<file path="config.mk">
export PLATFORM = sky130hd
export DESIGN_NAME = word_serializer_4
export DESIGN_NICKNAME = d
export VERILOG_FILES = /design/src/rtl/word_serializer_4_pkg.sv /design/src/rtl/mux_4to1.sv /design/src/rtl/word_serializer_4.sv
export SDC_FILE = /design/constraint.sdc
export NUM_CORES = 1
export LEC_CHECK = 0
export CORE_ASPECT_RATIO = 0.8
export CORE_UTILIZATION = 44
export CTS_CLUSTER_SIZE = 16
export DETAILED_ROUTE_END_ITERATION = 8
export HOLD_SLACK_MARGIN = 0.06
export PLACE_DENSITY = 0.77
export SETUP_SLACK_MARGIN = 0.15
export SYNTH_ARGS = -nofsm -noshare
export SYNTH_HDL_FRONTEND = slang
export SYNTH_SLANG_ARGS = --single-unit
</file>
<file path="constraint.sdc">
create_clock -name clk -period 1.4 [get_ports clk]
set_input_delay 0.21 -clock clk [delete_from_list [all_inputs] [get_ports clk]]
set_output_delay 0.21 -clock clk [all_outputs]
set_load 0.01 [all_outputs]
</file>
<file path="src/rtl/word_serializer_4_pkg.sv">
// Shared types and constants for the four-word batch serializer.
package word_serializer_4_pkg;

    typedef enum logic {
        IDLE = 1'b0,
        SEND = 1'b1
    } state_t;

    localparam logic [1:0] BEAT_A = 2'd0;
    localparam logic [1:0] BEAT_B = 2'd1;
    localparam logic [1:0] BEAT_C = 2'd2;
    localparam logic [1:0] BEAT_D = 2'd3;

endpackage

</file>
<file path="src/rtl/mux_4to1.sv">
// Generic 4-input word multiplexer selected by a 2-bit index.
module mux_4to1
    import word_serializer_4_pkg::*;
#(
    parameter int WIDTH = 32
) (
    input  logic [WIDTH-1:0] in0,
    input  logic [WIDTH-1:0] in1,
    input  logic [WIDTH-1:0] in2,
    input  logic [WIDTH-1:0] in3,
    input  logic [1:0]       sel,
    output logic [WIDTH-1:0] y
);

    always_comb begin
        y = in0;
        case (sel)
            BEAT_A: y = in0;
            BEAT_B: y = in1;
            BEAT_C: y = in2;
            BEAT_D: y = in3;
            default: y = in0;
        endcase
    end

endmodule

</file>
<file path="src/rtl/word_serializer_4.sv">
// Captures a batch of four words and emits them one beat per handshake,
// a first, d last, with zero-bubble reload on the final beat.
module word_serializer_4
    import word_serializer_4_pkg::*;
#(
    parameter int WIDTH = 32
) (
    input  logic             clk,
    input  logic             rst_n,
    input  logic             in_valid,
    output logic             in_ready,
    input  logic [WIDTH-1:0] a,
    input  logic [WIDTH-1:0] b,
    input  logic [WIDTH-1:0] c,
    input  logic [WIDTH-1:0] d,
    output logic             out_valid,
    input  logic             out_ready,
    output logic [WIDTH-1:0] Y,
    output logic             s0,
    output logic             s1,
    output logic             out_last
);

    state_t           state;
    state_t           state_nxt;
    logic [1:0]       idx;
    logic [WIDTH-1:0] wa, wb, wc, wd;
    logic             last_xfer;
    logic             accept;

    assign last_xfer = (state == SEND) && out_ready && (idx == BEAT_D);
    assign accept    = in_valid && in_ready;

    always_ff @(posedge clk) begin
        if (!rst_n) begin
            state <= IDLE;
        end else begin
            state <= state_nxt;
        end
    end

    always_comb begin
        state_nxt = state;
        case (state)
            IDLE: begin
                if (in_valid) state_nxt = SEND;
            end
            SEND: begin
                if (last_xfer) state_nxt = in_valid ? SEND : IDLE;
            end
            default: state_nxt = IDLE;
        endcase
    end

    // in_ready is the only output with a path from an input (out_ready).
    always_comb begin
        in_ready  = 1'b0;
        out_valid = 1'b0;
        out_last  = 1'b0;
        case (state)
            IDLE: begin
                in_ready = 1'b1;
            end
            SEND: begin
                out_valid = 1'b1;
                out_last  = (idx == BEAT_D);
                in_ready  = last_xfer;
            end
            default: begin
                in_ready = 1'b0;
            end
        endcase
    end

    // Index wraps 11 -> 00 naturally; a reload on the last beat also forces 00.
    always_ff @(posedge clk) begin
        if (!rst_n) begin
            idx <= BEAT_A;
            wa  <= '0;
            wb  <= '0;
            wc  <= '0;
            wd  <= '0;
        end else if (accept) begin
            idx <= BEAT_A;
            wa  <= a;
            wb  <= b;
            wc  <= c;
            wd  <= d;
        end else if ((state == SEND) && out_ready) begin
            idx <= idx + 2'd1;
        end
    end

    mux_4to1 #(.WIDTH(WIDTH)) u_mux (
        .in0 (wa),
        .in1 (wb),
        .in2 (wc),
        .in3 (wd),
        .sel (idx),
        .y   (Y)
    );

    assign s0 = idx[0];
    assign s1 = idx[1];

endmodule

</file>
# --- Word level (Yosys, flattened, before mapping) ---
# Index checks and enable logic that the tools add are counted.
word_totals:
  ff_bits: 131
  in_bits: 132
  out_inout_bits: 37
  elab_cells: 24
classes:
  n_addsub: 1
  n_eq_ne: 3
  mux: 7
  bitwise_logic: 2
  reduce_logical: 5
ops:
  columns: ["cell", "n"]
  rows:
  - ["32-bit case mux with 4 select lines", 1]
  - ["2-bit == test, second input constant", 2]
  - ["1-bit two-way mux", 4]
  - ["1-bit case mux with 2 select lines", 2]
  - ["1-bit logical AND", 3]
  - ["2-bit by 1-bit adder with 2-bit output, second input constant", 1]
  - ["2-bit by 1-bit == test with 1-bit output, second input constant", 1]
  - ["2-bit zero test", 1]
  - ["1-bit NOT", 2]
  - ["2-bit OR reduction", 1]

# --- Logic depth before layout (Yosys ltp) ---
depth:
  ltp_word: 5
  mapped_depth: 8
  mapped_depth_nobuf: 4

# --- Cells and area by module ---
# A second synthesis with hierarchy kept.
hier_totals:
  hier_cells: 609
  hier_area_um2: 6049.6
by_module_without_submodules:
  columns: ["mod", "instances", "cells_each", "area_each_um2", "seq_area_each_um2"]
  rows:
  - ["word_serializer_4", 1, 570, 5235.0, 2622.5]
  - ["mux_4to1", 1, 39, 814.5, 0.0]

# --- Worst setup path after synthesis ---
# OpenSTA, ideal clock, no wires.
synth_path:
  path_kind: "register to output"
  start: "register idx[0]"
  end: "output port Y[0]"
  arrival_ps: 1377
  t_required_ps: 1190
  setup_slack_ps: -187
  path_stages_with_launch: 6
  path_buffers: 2
  cell_sequence: "dfxtp_1 inv_1 ha_1 clkbuf_1 buf_2 mux2i_1"
synth_via:
  elab_chain_cells: 2
  word_cells_on_any_way: 5
  classes_between: "eq/ne: 3; mux: 1; reduce/logical: 1"
synth_lines:
  columns: ["item", "line_no", "text"]
  rows:
  - ["start: declaration", "word_serializer_4.sv:26", "logic [1:0] idx;"]
  - ["start signal: assignment", "word_serializer_4.sv:90", "idx <= idx + 2'd1;"]
  - ["2-bit == test, or another cell as far along", "mux_4to1.sv:17", "case (sel)"]
  - ["32-bit case mux with 4 select lines *", "mux_4to1.sv:17", null]
  - ["end: declaration", "word_serializer_4.sv:18", "output logic [WIDTH-1:0] Y,"]
# Mark *: on every way between the ends. The rest lies on a longest branch, timed or not.

# --- Final worst setup path ---
layout_path:
  start: "register idx[0]"
  end: "output port Y[13]"
# The elaborated chain is that of the path after synthesis.

==> run_summary.xml <==
<?xml version="1.0" encoding="UTF-8"?>
<metrics>
  <group name="finish">
    <metric name="drive_above_1_share" unit="%">17.17</metric>
    <metric name="final_core_utilization" unit="%">69.55</metric>
    <metric name="fin_area" unit="sq um">9424</metric>
    <metric name="design.final.nets" unit="">1022</metric>
    <metric name="antennaDiodeCount" unit="">0</metric>
    <metric name="multi_input_comb_area" unit="sq um">3118</metric>
    <metric name="nFillCells" unit="">1004</metric>
    <metric name="syn_to_final_growth" unit="%">54.44</metric>
    <metric name="ff_latch_area" unit="sq um">2630</metric>
  </group>
  <group name="synth">
    <metric name="number_of_nets_produced_by_synthesis" unit="">821</metric>
    <metric name="synth_cell_type_count" unit="">17</metric>
    <metric name="synth_top_cell_area_share" unit="%">42.98</metric>
    <metric name="synth_area_per_cell" unit="sq um">8.908</metric>
    <metric name="synth_sequential_area_ratio" unit="%">42.98</metric>
    <metric name="yosys_warnings" unit="">0</metric>
    <metric name="synth_top_cells_by_area" unit="">dfxtp_1 43%, mux2i_1 26%, nand2_1 16%</metric>
    <metric name="synth-seq-cells" unit="">131</metric>
    <metric name="post_synthesis_cell_count" unit="">685</metric>
    <metric name="syn_area" unit="sq um">6102</metric>
    <metric name="post-synth-top-area-cell" unit="">dfxtp_1</metric>
  </group>
  <group name="critical_path">
    <metric name="cp_cell_sequence" unit="">clkinvlp_4 &gt; ha_4 &gt; buf_12 &gt; buf_4 &gt; a222oi_1 &gt; mux2i_1 &gt; buf_2</metric>
    <metric name="timing.critical_path.slowest_cell_delay" unit="ns">0.38</metric>
    <metric name="crit_required" unit="ns">1.19</metric>
    <metric name="crit_path_start_kind" unit="">flip-flop</metric>
    <metric name="critPathSlowestCell" unit="">dfxtp_4</metric>
    <metric name="crit_buf_inv" unit="">4</metric>
    <metric name="crit_type" unit="">flip-flop to primary output</metric>
    <metric name="timing.critical_path.fanout_max" unit="">18</metric>
    <metric name="critical-path-top-delay-family" unit="">buffers and inverters</metric>
    <metric name="timing.critical_path.arrival" unit="ns">1.97</metric>
    <metric name="end_kind" unit="">primary output</metric>
  </group>
  <group name="power">
    <metric name="p_leak" unit="nW">4.083</metric>
    <metric name="power_per_cell_area" unit="nW/um^2">1064</metric>
    <metric name="finalPower" unit="mW">10.02</metric>
    <metric name="max-vdd-ir-drop" unit="uV">902.6</metric>
  </group>
  <group name="floorplan">
    <metric name="design.core.area" unit="sq um">13550</metric>
    <metric name="pin_count" unit="">169</metric>
    <metric name="row_count" unit="">38</metric>
    <metric name="initial_utilization" unit="%">45.03</metric>
    <metric name="overall_die_width" unit="um">133.7</metric>
    <metric name="die-height" unit="um">107.3</metric>
    <metric name="die_area" unit="sq um">14350</metric>
  </group>
  <group name="status">
    <metric name="violations" unit="">setup timing</metric>
    <metric name="run_status" unit="">finished, violations left</metric>
  </group>
  <group name="global_routing">
    <metric name="grt_first_pass_wirelength" unit="um">28810</metric>
    <metric name="globalRouteOverflowTotal" unit="">0</metric>
    <metric name="grt_util_all_layers" unit="%">26.14</metric>
    <metric name="grt_max_degree" unit="">45</metric>
    <metric name="grt_antenna_before_repair" unit="">0</metric>
    <metric name="via_count_of_the_first_global_routing_pass" unit="">5728</metric>
  </group>
  <group name="sta">
    <metric name="worst_case_setup_margin_in_the_final_layout" unit="ns">-0.7794</metric>
    <metric name="slew_headroom" unit="%">69.99</metric>
    <metric name="fin_skew" unit="ns">0.007229</metric>
    <metric name="max_freq" unit="MHz">458.8</metric>
    <metric name="finalHoldViolCount" unit="">0</metric>
    <metric name="setup_viol" unit="">165</metric>
    <metric name="slew_viol_final" unit="">0</metric>
    <metric name="final.min_clock_period" unit="ns">2.179</metric>
    <metric name="worst-slew-pin-transition" unit="ns">0.4502</metric>
    <metric name="final.period_utilization" unit="%">155.7</metric>
    <metric name="setup_tns" unit="ns">-99.12</metric>
    <metric name="rsz_0062_raised_after_global_routing" unit="">true</metric>
  </group>
  <group name="clock_tree">
    <metric name="clock_tree.root_cell" unit="">clkbuf_16</metric>
    <metric name="cts_buffers" unit="">17</metric>
    <metric name="clkLatencyLatePin" unit="ns">0.41</metric>
    <metric name="clock_tree_from_tritoncts" unit="">done</metric>
    <metric name="numClockSinks" unit="">131</metric>
    <metric name="cts.hold.buffers_added" unit="">0</metric>
    <metric name="cts_htree_levels" unit="">4</metric>
    <metric name="post_cts_clock_slew_at_the_launch_and_capture_registers_of_the_worst_setup_and_hold_paths" unit="ns">0.06</metric>
    <metric name="clock_path_buffers" unit="">2</metric>
  </group>
  <group name="placed_design">
    <metric name="place.gp.congestion" unit="">0.8443</metric>
    <metric name="portBuffers" unit="">168</metric>
    <metric name="hpwl" unit="um">11670</metric>
    <metric name="detailed_place.area" unit="sq um">8265</metric>
    <metric name="post_placement_worst_setup_slack" unit="ns">-0.6848</metric>
  </group>
  <group name="drt">
    <metric name="drc_errors" unit="">0</metric>
    <metric name="drt_pre_antenna_iters" unit="">8</metric>
    <metric name="route.final.wire_length" unit="um">18120</metric>
    <metric name="avgViaCountPerCell" unit="">5.220</metric>
    <metric name="routed_wire_length_per_instance" unit="um">16.83</metric>
    <metric name="num_vias" unit="">5622</metric>
    <metric name="initialDrtViolationCount" unit="">544</metric>
    <metric name="drt.antenna.violating_nets" unit="">0</metric>
  </group>
  <group name="min_path">
    <metric name="hold_class" unit="">input port to flip-flop</metric>
  </group>
  <group name="run">
    <metric name="maxCapViolations" unit="">0</metric>
  </group>
</metrics>
registers in the layout (all words and copies together), names as in the netlist:
register	count
idx	2
state	1
wa	32
wb	32
wc	32
wd	32
path summary, 6_finish.rpt:
check | cells after the start | endpoint | slack, ns | from
max | 7 | Y[13] | -0.78 | idx[0]$_SDFFE_PP0P_
min | 3 | wd[9]$_SDFFE_PN0P_ | 0.19 | rst_n
max reg2reg | 12 | wc[11]$_SDFFE_PN0P_ | -0.68 | idx[0]$_SDFFE_PP0P_
min reg2reg | 2 | wc[4]$_SDFFE_PN0P_ | 0.46 | wc[4]$_SDFFE_PN0P_
synthesized netlist by cell type, drive strengths merged:
library cell  count
nand2           257
a21boi            1
nor3b             2
a222oi           32
buf              24
inv              35
and2              1
clkbuf           34
dfxtp           131
mux2i           161
nor2b             1
o21a              1
ha                4
xnor2             1
layout by cell type, fill, tap and decap left out:
| master | synthesis | layout |
|---|---|---|
| dfxtp_4 | 0 | 2 |
| a21boi_4 | 1 | 1 |
| inv_1 | 35 | 34 |
| a222oi_1 | 32 | 32 |
| clkbuf_2 | 0 | 2 |
| buf_8 | 0 | 12 |
| nor2b_4 | 0 | 1 |
| buf_6 | 12 | 15 |
| buf_2 | 8 | 32 |
| nor3b_2 | 2 | 2 |
| clkdlybuf4s50_1 | 0 | 130 |
| o21a_1 | 1 | 1 |
| and2_4 | 0 | 1 |
| dfxtp_1 | 131 | 129 |
| buf_4 | 3 | 10 |
| clkbuf_16 | 0 | 17 |
| clkbuf_8 | 0 | 5 |
| buf_16 | 0 | 11 |
| bufbuf_16 | 0 | 1 |
| clkinvlp_4 | 0 | 1 |
| buf_12 | 0 | 26 |
| mux2i_2 | 0 | 3 |
| clkbuf_1 | 34 | 3 |
| bufinv_16 | 0 | 1 |
| ha_4 | 0 | 3 |
| xnor2_1 | 1 | 1 |
| ha_2 | 0 | 1 |
| mux2i_4 | 0 | 3 |
| mux2i_1 | 161 | 155 |
| nand2_1 | 257 | 257 |
| clkinv_2 | 0 | 4 |
| dlygate4sd2_1 | 0 | 1 |
worst reg2reg max path, cell delays in order, from the launching register on:
cell and delay, ns:
dfxtp_4 0.37, ha_4 0.21, buf_12 0.15, buf_6 0.11
buf_6 0.11, a21boi_4 0.13, buf_6 0.13, nor2b_4 0.05
buf_12 0.14, buf_12 0.14, buf_12 0.12, buf_16 0.13
mux2i_4 0.18
where the power goes:
group          internal (mW)  leakage, nW  switching [mW]
Combinational           1.03         2.73           0.719
Sequential              3.97         1.08           0.140
Clock                   2.65        0.279            1.52
kinds of logic after synthesis:
logic type      after synthesis  share of synthesized area [%]
buf+inv                      93                          7.546
compound gates               34                          5.680
mux                         161                          26.41
fa+ha+maj                     4                         0.8202
flops                       131                          42.98
simple gates                261                          16.42
xor+xnor                      1                         0.1436
routing by layer:
layer	track usage [%]	up-vias	routed length [um]
met4	10.47	0	266
li1	-	2697	-
met2	43.45	259	8637
met1	32.60	2641	7755
met5	0	-	0
met3	6.309	25	1463
repair_timing:
action / 4_1_cts / 5_1_grt
setup endpoints to repair: 167 / 168
gates resized for setup: 187 / 20
pin swaps: 24 / 23
gates cloned: 12 / 0
buffers inserted: 17 / 3
through the flow:
| step | cells | hold slack (ns) |
|---|---|---|
| after detailed placement | 1015 | 0.4468 |
| after global placement | 1015 | 0.4419 |
| after CTS | 1074 | 0.1721 |
| after global routing | 1077 | 0.2001 |
| final | 1077 | 0.1945 |
| after floorplan | 685 | 0.3339 |
cell type report:
class,instances,share of cell area (%)
clock buffer,25,5.364
clock inverter,5,0.5311
inverter,35,1.434
multi-input combinational,461,33.09
sequential,131,27.91
tap,180,2.390
timing repair buffer,240,29.29
Power figures use the tool's default switching activity.
